## config.mk

```make
export PLATFORM = sky130hd
export DESIGN_NAME = atb_trace_sink
export DESIGN_NICKNAME = d
export VERILOG_FILES = /design/src/rtl/atb_trace_sink.sv
export SDC_FILE = /design/constraint.sdc
export NUM_CORES = 1
export LEC_CHECK = 0
export ABC_AREA = 1
export CORE_MARGIN = 2
export CORE_UTILIZATION = 65
export CTS_CLUSTER_DIAMETER = 50
export CTS_CLUSTER_SIZE = 20
export DETAILED_ROUTE_END_ITERATION = 10
export DONT_BUFFER_PORTS = 1
export PLACE_DENSITY = 0.79
export SETUP_SLACK_MARGIN = 0.05
export SLEW_MARGIN = 10
export SYNTH_ARGS = -nofsm -noshare
export SYNTH_HDL_FRONTEND = slang
export SYNTH_SLANG_ARGS = --single-unit
```

## constraint.sdc

```tcl
create_clock -name clk_i -period 8.5 [get_ports clk_i]
set_clock_uncertainty 0.15 [all_clocks]
set_input_delay 0 -clock clk_i [delete_from_list [all_inputs] [get_ports clk_i]]
set_output_delay 0 -clock clk_i [all_outputs]
set_load 0.005 [all_outputs]
```

## src/rtl/atb_trace_sink.sv

```systemverilog
// atb_trace_sink: ATB sink with programmable backpressure, per-ID beat
// counters, an APB-readable capture FIFO and a flush handshake.
module atb_trace_sink #(
    parameter int DATA_LEN       = 32,
    parameter int NUM_IDS        = 4,
    parameter int FIFO_DEPTH     = 16,
    parameter int CNT_W          = 32,
    parameter int APB_ADDR_WIDTH = 32,
    localparam int BYTES_W       = $clog2(DATA_LEN) - 3
) (
    input  logic                      clk_i,
    input  logic                      rst_i,
    input  logic                      atvalid_i,
    input  logic [DATA_LEN-1:0]       atdata_i,
    input  logic [BYTES_W-1:0]        atbytes_i,
    input  logic [6:0]                atid_i,
    output logic                      atready_o,
    output logic                      afvalid_o,
    input  logic                      afready_i,
    input  logic [APB_ADDR_WIDTH-1:0] paddr_i,
    input  logic                      pwrite_i,
    input  logic                      psel_i,
    input  logic                      penable_i,
    input  logic [31:0]               pwdata_i,
    output logic                      pready_o,
    output logic [31:0]               prdata_o,
    output logic                      ovf_o
);

    localparam int AW = $clog2(FIFO_DEPTH);
    localparam int CW = AW + 1;
    localparam logic [CW-1:0] FULL_CNT = CW'(FIFO_DEPTH);

    typedef enum logic [1:0] {S_IDLE, S_ON, S_OFF} state_e;

    logic [7:0]          addr;
    logic                acc, wr, rd;
    logic                wr_ctrl, wr_pat, clr, flush_req;
    logic                en_q, sof_q, sof_d;
    logic [15:0]         on_q, off_q;
    logic [15:0]         phase_q, phase_d;
    state_e              state_q, state_d;
    logic                atready_q, afvalid_q, ovf_q;
    logic [6:0]          id_mem  [FIFO_DEPTH];
    logic [BYTES_W-1:0]  by_mem  [FIFO_DEPTH];
    logic [DATA_LEN-1:0] dat_mem [FIFO_DEPTH];
    logic [AW-1:0]       wp_q, rp_q;
    logic [CW-1:0]       cnt_q, cnt_d;
    logic                full, empty, beat, push, pop, ovf_set, id_known;
    logic [CNT_W-1:0]    beat_q, unk_q;
    logic [CNT_W-1:0]    idc_q [NUM_IDS];
    logic [31:0]         rdata;

    function automatic state_e start_state(input logic [15:0] on,
                                           input logic [15:0] off);
        return (on == '0 && off != '0) ? S_OFF : S_ON;
    endfunction

    if (APB_ADDR_WIDTH > 8) begin : g_addr_hi
        logic unused_addr_hi;
        assign unused_addr_hi = ^paddr_i[APB_ADDR_WIDTH-1:8];
    end

    assign addr      = paddr_i[7:0];
    assign acc       = psel_i & penable_i & ~rst_i;
    assign wr        = acc & pwrite_i;
    assign rd        = acc & ~pwrite_i;
    assign wr_ctrl   = wr && addr == 8'h00;
    assign wr_pat    = wr && addr == 8'h04;
    assign clr       = wr_ctrl & pwdata_i[3];
    assign flush_req = wr_ctrl & pwdata_i[1];
    assign sof_d     = wr_ctrl ? pwdata_i[2] : sof_q;

    assign full     = cnt_q == FULL_CNT;
    assign empty    = cnt_q == '0;
    assign beat     = atvalid_i & atready_q;
    assign pop      = rd && addr == 8'h18 && !empty;
    assign push     = beat && (!full || pop);
    assign ovf_set  = beat && full && !pop;
    assign id_known = {25'd0, atid_i} < 32'(NUM_IDS);

    // FIFO occupancy after this cycle's push/pop
    always_comb begin
        cnt_d = cnt_q;
        if (push && !pop)
            cnt_d = cnt_q + CW'(1);
        else if (pop && !push)
            cnt_d = cnt_q - CW'(1);
    end

    // Backpressure next-state: on/off phases counted in phase_q
    always_comb begin
        state_d = state_q;
        phase_d = phase_q;
        if (!en_q) begin
            state_d = S_IDLE;
            phase_d = '0;
        end else if (wr_pat) begin
            state_d = start_state(pwdata_i[15:0], pwdata_i[31:16]);
            phase_d = '0;
        end else begin
            unique case (state_q)
                S_IDLE: begin
                    state_d = start_state(on_q, off_q);
                    phase_d = '0;
                end
                S_ON: begin
                    if (off_q != '0) begin
                        if (on_q == '0 || phase_q == on_q - 16'd1) begin
                            state_d = S_OFF;
                            phase_d = '0;
                        end else begin
                            phase_d = phase_q + 16'd1;
                        end
                    end
                end
                S_OFF: begin
                    if (off_q == '0) begin
                        state_d = S_ON;
                        phase_d = '0;
                    end else if (on_q != '0) begin
                        if (phase_q == off_q - 16'd1) begin
                            state_d = S_ON;
                            phase_d = '0;
                        end else begin
                            phase_d = phase_q + 16'd1;
                        end
                    end
                end
                default: begin
                    state_d = S_IDLE;
                    phase_d = '0;
                end
            endcase
        end
    end

    // Backpressure FSM with registered ready, held low when a stopping FIFO fills
    always_ff @(posedge clk_i) begin
        if (rst_i) begin
            state_q   <= S_IDLE;
            phase_q   <= '0;
            atready_q <= 1'b0;
        end else begin
            state_q   <= state_d;
            phase_q   <= phase_d;
            atready_q <= (state_d == S_ON) && !(sof_d && cnt_d == FULL_CNT);
        end
    end

    // CTRL and PATTERN registers; flush and clr are pulses, not stored
    always_ff @(posedge clk_i) begin
        if (rst_i) begin
            en_q  <= 1'b0;
            sof_q <= 1'b0;
            on_q  <= '0;
            off_q <= '0;
        end else begin
            if (wr_ctrl) begin
                en_q  <= pwdata_i[0];
                sof_q <= pwdata_i[2];
            end
            if (wr_pat) begin
                on_q  <= pwdata_i[15:0];
                off_q <= pwdata_i[31:16];
            end
        end
    end

    // Flush request held until the source acknowledges
    always_ff @(posedge clk_i) begin
        if (rst_i)
            afvalid_q <= 1'b0;
        else if (afvalid_q)
            afvalid_q <= !afready_i;
        else if (flush_req)
            afvalid_q <= 1'b1;
    end

    // Capture FIFO storage and pointers
    always_ff @(posedge clk_i) begin
        if (rst_i) begin
            wp_q  <= '0;
            rp_q  <= '0;
            cnt_q <= '0;
        end else begin
            if (push) begin
                id_mem[wp_q]  <= atid_i;
                by_mem[wp_q]  <= atbytes_i;
                dat_mem[wp_q] <= atdata_i;
                wp_q          <= wp_q + AW'(1);
            end
            if (pop)
                rp_q <= rp_q + AW'(1);
            cnt_q <= cnt_d;
        end
    end

    // Beat counters and sticky overflow; clr wins over a same-cycle beat
    always_ff @(posedge clk_i) begin
        if (rst_i || clr) begin
            beat_q <= '0;
            unk_q  <= '0;
            ovf_q  <= 1'b0;
            for (int i = 0; i < NUM_IDS; i++)
                idc_q[i] <= '0;
        end else if (beat) begin
            beat_q <= beat_q + CNT_W'(1);
            if (!id_known)
                unk_q <= unk_q + CNT_W'(1);
            for (int i = 0; i < NUM_IDS; i++)
                if (atid_i == 7'(i))
                    idc_q[i] <= idc_q[i] + CNT_W'(1);
            if (ovf_set)
                ovf_q <= 1'b1;
        end
    end

    // APB read mux, zero outside a read access
    always_comb begin
        rdata = '0;
        if (rd) begin
            case (addr)
                8'h00: rdata = {29'd0, sof_q, 1'b0, en_q};
                8'h04: rdata = {off_q, on_q};
                8'h08: rdata = {14'd0, afvalid_q, ovf_q, 16'(cnt_q)};
                8'h0C: rdata = 32'(beat_q);
                8'h10: rdata = 32'(unk_q);
                8'h14: rdata = empty ? '0 :
                       {17'd0, 7'(by_mem[rp_q]), 1'b0, id_mem[rp_q]};
                8'h18: rdata = empty ? '0 : 32'(dat_mem[rp_q]);
                default: rdata = '0;
            endcase
            for (int i = 0; i < NUM_IDS; i++)
                if (addr == 8'(32 + 4 * i))
                    rdata = 32'(idc_q[i]);
        end
    end

    assign atready_o = atready_q;
    assign afvalid_o = afvalid_q;
    assign ovf_o     = ovf_q;
    assign pready_o  = acc;
    assign prdata_o  = rdata;

endmodule

```

==> metrics.md, run 1 <==
| Metric | Value |
|---|---|
| Top cell by count, worst path | a21oi_1 |
| Final Setup Violations | 0 |
| Placed cells | 4838 |
| Area grow syn2layout | 11.98% |
| Synth Warn # | 0 |
| Yosys reg bits | 920 |
| Leak Pwr | 15.73 nW |
| Post-Synth Adder-Cell Area | 0.006249 |
| Post-synth EDFFs | 784 |
| Drt total wl | 113000 µm |
| FF-to-FF path depth | 14 |
| Crit end category | output pin |
| Clock slew at reported path FFs | 60 ps |
| Antenna violations before repair | 5 |
| Die Span Y | 258.3 µm |
| First-pass GRT wire length | 170000 µm |
| Initial drt markers | 4596 |
| CTS buffer count | 85 |
| Die area | 66740 µm² |
| H-tree depth | 3 |
| Hold Path Cell Cnt | 3 |
| Arrival time at the worst endpoint | 5030 ps |
| Fillers | 4321 |
| Commonest non-fill, non-tap cell in the layout | edfxtp_1 |
| Slowest Stage Delay on Critical Path | 870 ps |
| Buf/Inv on CP | 2 |
| Top-Level Pins | 148 |
| Vias in the first global route | 29.52k |
| Slew @ Worst Pin | 1247 ps |
| Register Area | 26280 µm² |
| Req. time, crit path | 8350 ps |
| Synth Area in Compound Gates | 0.1374 |
| Distinct cells, synth | 53 |
| First-pass DRT Iterations | 6 |
| Largest family of logic cells by synthesized area | simple AND/OR/NAND/NOR gates |
| WL/cell | 22.09 µm |
| Post-synth ARST share | 0 |
| Routed vias | 32.19k |
| P per Cell Area | 194.9 nW/µm² |
| Most frequent cells in the layout | edfxtp_1 (784), nor2_1 (647), nand2_1 (496) |
| Fin. max-slew vios | 0 |
| Largest buffer count on any clock path | 3 |
| Post-Synth Simple-Gate Area | 0.1664 |
| CP top delay family | buffers and inverters |
| Crit path setup slack, layout | 3321 ps |
| Share of layout cells above drive strength 1 | 0.07725 |
| Total gr overflow | 0 |
| WP depth | 10 |
| Final nets | 4320 |
| Ys flop type | edfxtp_1 |
| Syn nets | 4262 |
| Max Freq | 0.1931 GHz |
| Fin. Hold Viols | 0 |
| RSZ-0062 raised after global routing | no |
| Synthesized netlist cell count | 4129 |
| Crit-path slowest cell | buf_4 |
| Setup WS pre-CTS | 4073 ps |
| CTS sink count | 920 |
| Final period util | 0.6093 |
| Sequential area share after synthesis | 0.6246 |
| Avg Inst Size Synth | 10.18 µm² |
| Max-cap viol count | 0 |
| Largest net degree at the start of global routing | 178 |
| Width of the chip | 258.3 µm |
| Max IR drop VDD | 0.0002016 V |
| Final Wtd Congestion | 0.9677 |
| Worst Path Max Fanout | 97 |
| Setup CP Type | reg2out |
| Proportion of synthesized area in mux cells | 0.001904 |
| Initial core utilization | 0.6547 |
| Multi-input logic area | 13880 µm² |
| I/O Buffers | 0 |
| CTS tree | yes |
| Status | finished, final reports clean |
| TNS Setup | 0 ps |
| Relative slew slack | 0.1470 |
| Hpwl dp | 66380 µm |
| Core area | 64230 µm² |
| CTS root buf | clkbuf_16 |
| Cell Rows | 93 |
| Skew-Pair Late Insertion Delay | 650 ps |
| Hold Crit Start | pwdata_i[5] |
| GRT Total Usage | 0.3336 |
| Critical path, cell by cell | buf_4 > buf_4 > o21ai_0 > o211ai_1 > nand3_1 > a21oi_1 > nor3_1 > o21ai_0 > a21oi_1 > a21oi_1 |
| Vias per cell | 6.291 |
| Worst r2r src | cnt_q[1]$_SDFF_PP0_ |
| DRC Markers | 0 |
| Crit start category | flop |
| Fin cells | 5117 |
| XOR/XNOR Fraction of Synth Area | 0.01500 |
| ANT nets after route | 0 |
| Synthesized area | 42050 µm² |
| Hold WC Path Type | in2reg |
| Period minus WS final | 5179 ps |
==> cell usage after synthesis, types with 33 or more instances <==
cell / instances / share of area
a21oi_1: 215 / 0.026
clkbuf_1: 173 / 0.015
dfxtp_1: 136 / 0.065
edfxtp_1: 784 / 0.56
inv_1: 327 / 0.029
nand2_1: 496 / 0.044
nand3_1: 165 / 0.020
nand4_1: 36 / 0.0054
nor2_1: 665 / 0.059
nor2_2: 33 / 0.0049
nor3_1: 79 / 0.0094
nor4_1: 34 / 0.0051
o211ai_1: 53 / 0.0095
o21ai_0: 455 / 0.054
o221ai_1: 116 / 0.024
o22ai_1: 58 / 0.0086
xor2_1: 49 / 0.010
==> report_power, final <==
part	switching (mW)	internal, mW
clock network	1.88	2.21
logic	0.107	0.0518
registers	0.0245	4.90
==> cells by family after synthesis <==
group,Yosys count
AND/OR/NAND/NOR,1587
adder cells (fa/ha/maj),21
AO/OA/AOI/OAI,985
multiplexers,8
flip-flops,920
XOR/XNOR,72
buffers and inverters,536
==> state kept, by name, indices dropped and copies added (netlist names), named ones only <==
register / flops
dat_mem: 512
idc_q: 128
id_mem: 112
beat_q: 32
by_mem: 32
unk_q: 32
off_q: 16
on_q: 16
phase_q: 16
cnt_q: 5
rp_q: 4
wp_q: 4
state_q: 2
afvalid_o: 1
atready_o: 1
en_q: 1
ovf_o: 1
sof_q: 1
==> worst register-to-register path: cells and delay by family, from the launching register on <==
kind,cells,cell delay (ps)
simple gates,8,1530
buf+inv,5,1050
flops,1,440
fa+ha+maj,1,220
==> metrics by stage <==
step	hold slack [ps]	utilization	power [mW]	instance area, µm²
after CTS	0.6301	0.7329	9.180	47080
after global placement	-118.6	0.6675	5.100	42870
final	35.34	0.7331	9.177	47090
after detailed placement	-119.1	0.6675	5.102	42870
after floorplan	-122.0	-	5.080	42050
after global routing	56.43	0.7330	9.373	47080
==> worst paths after layout <==
| path | end | slack [ps] |
|---|---|---|
| setup / recovery | prdata_o[16] | 3320 |
| hold / removal | on_q[5]$_SDFFE_PP0P_ | 40 |
| setup reg to reg | dat_mem[12][26]$_DFFE_PP_ | 4740 |
| hold reg to reg | flop | 300 |
==> metal layers <==
metal / vias to the layer above / global-route usage / wire (µm)
met4: 4 / 0.1509 / 5295
met1: 15220 / 0.4715 / 43940
met3: 318 / 0.05820 / 12860
met5: - / 0 / 25
met2: 1830 / 0.5120 / 50910
li1: 14820 / - / -
==> area by class of cell <==
class	instances	area share
repair buffers	164	0.03236
diodes	3	0.0001594
multi-input cells	2673	0.2947
clock buffers	93	0.04714
flip-flops and latches	920	0.5581
inverters	343	0.02758
clock inverters	66	0.01730
well taps	855	0.02272
==> repair_timing <==
item | in CTS | in global routing
hold buffers | 117 | 0
endpoints found under the hold margin | 938 | 0
resized for setup | 0 | 0
setup buffers | 0 | 0
Note: power is estimated with default switching activity, not from simulation.
==> run 2: changes to the inputs <==
- CORE_UTILIZATION: 65 -> 58
- PLACE_DENSITY: 0.79 -> 0.74
- clock period: 8.5 -> 4.38 ns (I/O delays scaled with it)
==> metrics.md, run 2 (synthesis gave the netlist of run 1 again) <==
| Metric | Value |
|---|---|
| Share of layout cells above drive strength 1 | 0.08772 |
| Final period util | 0.8996 |
| Switch Pwr | 4.015 mW |
| Leak Pwr | 15.93 nW |
| Crit start category | input port |
| Top flop regs | dat_mem (512), idc_q (128), id_mem (112) |
| RSZ-0062 raised after global routing | no |
| Vias in the first global route | 30.24k |
| Routed vias | 32.33k |
| DRC Markers | 0 |
| GRT Total Usage | 0.3098 |
| Antenna violations before repair | 8 |
| Area grow syn2layout | 13.21% |
| Top-Level Pins | 148 |
| Power share of the combinational group | 0.017 |
| Setup CP Type | in2reg |
| Initial core utilization | 0.5872 |
| Largest net degree at the start of global routing | 160 |
| Crit end category | flop |
| Setup bufs post-CTS | 0 |
| Final Wtd Congestion | 0.9721 |
| Crit-path slowest cell | nor2_1 |
| Max Freq | 0.2538 GHz |
| Max reg flops | 512 |
| CTS sink count | 920 |
| Cell Rows | 98 |
| I/O Buffers | 0 |
| P per Cell Area | 372.8 nW/µm² |
| Final hold slack | 18.76 ps |
| First-pass DRT Iterations | 6 |
| Fin. Hold Viols | 0 |
| WL/cell | 22.25 µm |
| Core area | 71610 µm² |
| Skew-Pair Late Insertion Delay | 660 ps |
| Commonest non-fill, non-tap cell in the layout | edfxtp_1 |
| Die Span Y | 273.3 µm |
| Worst Path Max Fanout | 17 |
| Initial drt markers | 4070 |
| CTS buffer count | 88 |
| Final Setup Violations | 0 |
| Max IR drop VDD | 0.0003722 V |
| Period minus WS final | 3940 ps |
| Final nets | 4356 |
| Relative slew slack | 0.1795 |
| Fin util | 0.6648 |
| Arrival time at the worst endpoint | 4330 ps |
| Critical path, cell by cell | dlygate4sd3_1 > nor2_1 > dlygate4sd3_1 > inv_1 > nor2_1 > nand2_1 > inv_1 > nand2_1 > nand2_1 > nor2_1 > clkinv_1 > a21oi_1 > o21a_1 |
| H-tree depth | 3 |
| Total gr overflow | 0 |
| Vias per cell | 6.156 |
| Drt total wl | 116800 µm |
| Post-route cell area | 47610 µm² |
| Clock slew at reported path FFs | 70 ps |
| Max-cap viol count | 0 |
| CTS tree | yes |
| Largest buffer count on any clock path | 3 |
| First-pass GRT wire length | 175900 µm |
| Req. time, crit path | 4770 ps |
| Most frequent cells in the layout | edfxtp_1 (784), nor2_1 (647), nand2_1 (495) |
| Sw Share | 0.2263 |
| Clock Power Share | 0.444 |
| CTS root buf | clkbuf_16 |
| Width of the chip | 273.3 µm |
| Hold WC Path Type | in2reg |
| Placed inst area | 43510 µm² |
| Power share of the sequential group | 0.539 |
| Slowest Stage Delay on Critical Path | 1030 ps |
| ANT nets after route | 0 |
| Internal power | 13.73 mW |
| Tot Pwr | 17.75 mW |
| Reg with most FFs | dat_mem |
| Post-cts gate resize count | 0 |
| Hpwl dp | 74290 µm |
| Status | finished, final reports clean |
| TNS Setup | 0 ps |
| Fin. max-slew vios | 0 |
| Die area | 74670 µm² |
| Slew @ Worst Pin | 1226 ps |
-- run 2: cell types whose count changed in the layout (fill, tap and decap cells not counted), sizes merged --
| cell | previous run | this run |
|---|---|---|
| buf | 47 | 92 |
| dlygate4sd3 | 117 | 105 |
| bufinv | 7 | 2 |
| clkinv | 31 | 35 |
| clkbuf | 93 | 96 |
| clkinvlp | 5 | 7 |
| inv | 366 | 368 |
| diode | 3 | 4 |
-- run 2: cell type report --
| class | count | area [µm²] |
|---|---|---|
| Fill cell | 5377 | 24000 |
| Antenna cell | 4 | 10.01 |
| Timing Repair Buffer | 197 | 1917 |
| Clock inverter | 69 | 763.2 |
| Clock buffer | 96 | 2273 |
| Inverter | 343 | 1299 |
| Multi-Input combinational cell | 2673 | 13880 |
| Sequential cell | 920 | 26280 |
| Tap cell | 950 | 1189 |
-- run 2: path summary, 6_finish.rpt --
path,slack [ps],cells past startpoint,endpoint,start
max,440,13,idc_q[2][15]$_SDFFCE_PN0P_,paddr_i[3]
min,20,3,off_q[15]$_SDFFE_PP0P_,pwdata_i[31]
min reg2reg,300,1,flop,rp_q[3]$_SDFFE_PP0P_
max reg2reg,580,7,idc_q[2][15]$_SDFFCE_PN0P_,atready_o$_SDFF_PP0_
-- run 2: power by group through the flow --
stage	logic, mW	clock network (mW)	registers (mW)
floorplan	0.107	0	9.75
global placement	0.150	0	9.76
detailed placement	0.151	0	9.76
CTS	0.301	7.93	9.56
global route	0.336	8.24	9.57
finish	0.310	7.87	9.57
-- run 2: timing repair --
item / CTS / global route
hold endpoints to repair: 962 / 0
hold buffers: 105 / 0
endpoints found under the setup margin: 0 / 0
-- run 2: critical path, delay by kind of cell --
| kind | cells | cell delay [ps] |
|---|---|---|
| AND/OR/NAND/NOR | 6 | 1710 |
| buffers and inverters | 5 | 2140 |
| AO/OA/AOI/OAI | 2 | 470 |
-- run 2: per-stage QoR --
stage,cells,setup slack (ps)
3_5_place_dp,4978,685.4
5_1_grt,5249,291.8
3_3_place_gp,4978,706.8
2_1_floorplan,4129,544.3
4_1_cts,5248,527.8
6_report,5252,439.6
-- run 2: metal layers --
metal  wire length, µm  global-route usage  share of wire  up-vias
li1                  -                   -              -    14910
met1             47010              0.4306           0.40    15480
met4              5128              0.1265          0.044       10
met2             52920              0.4819           0.45     1671
met3             11710             0.06000           0.10      258
met5                64                   0        0.00055        -
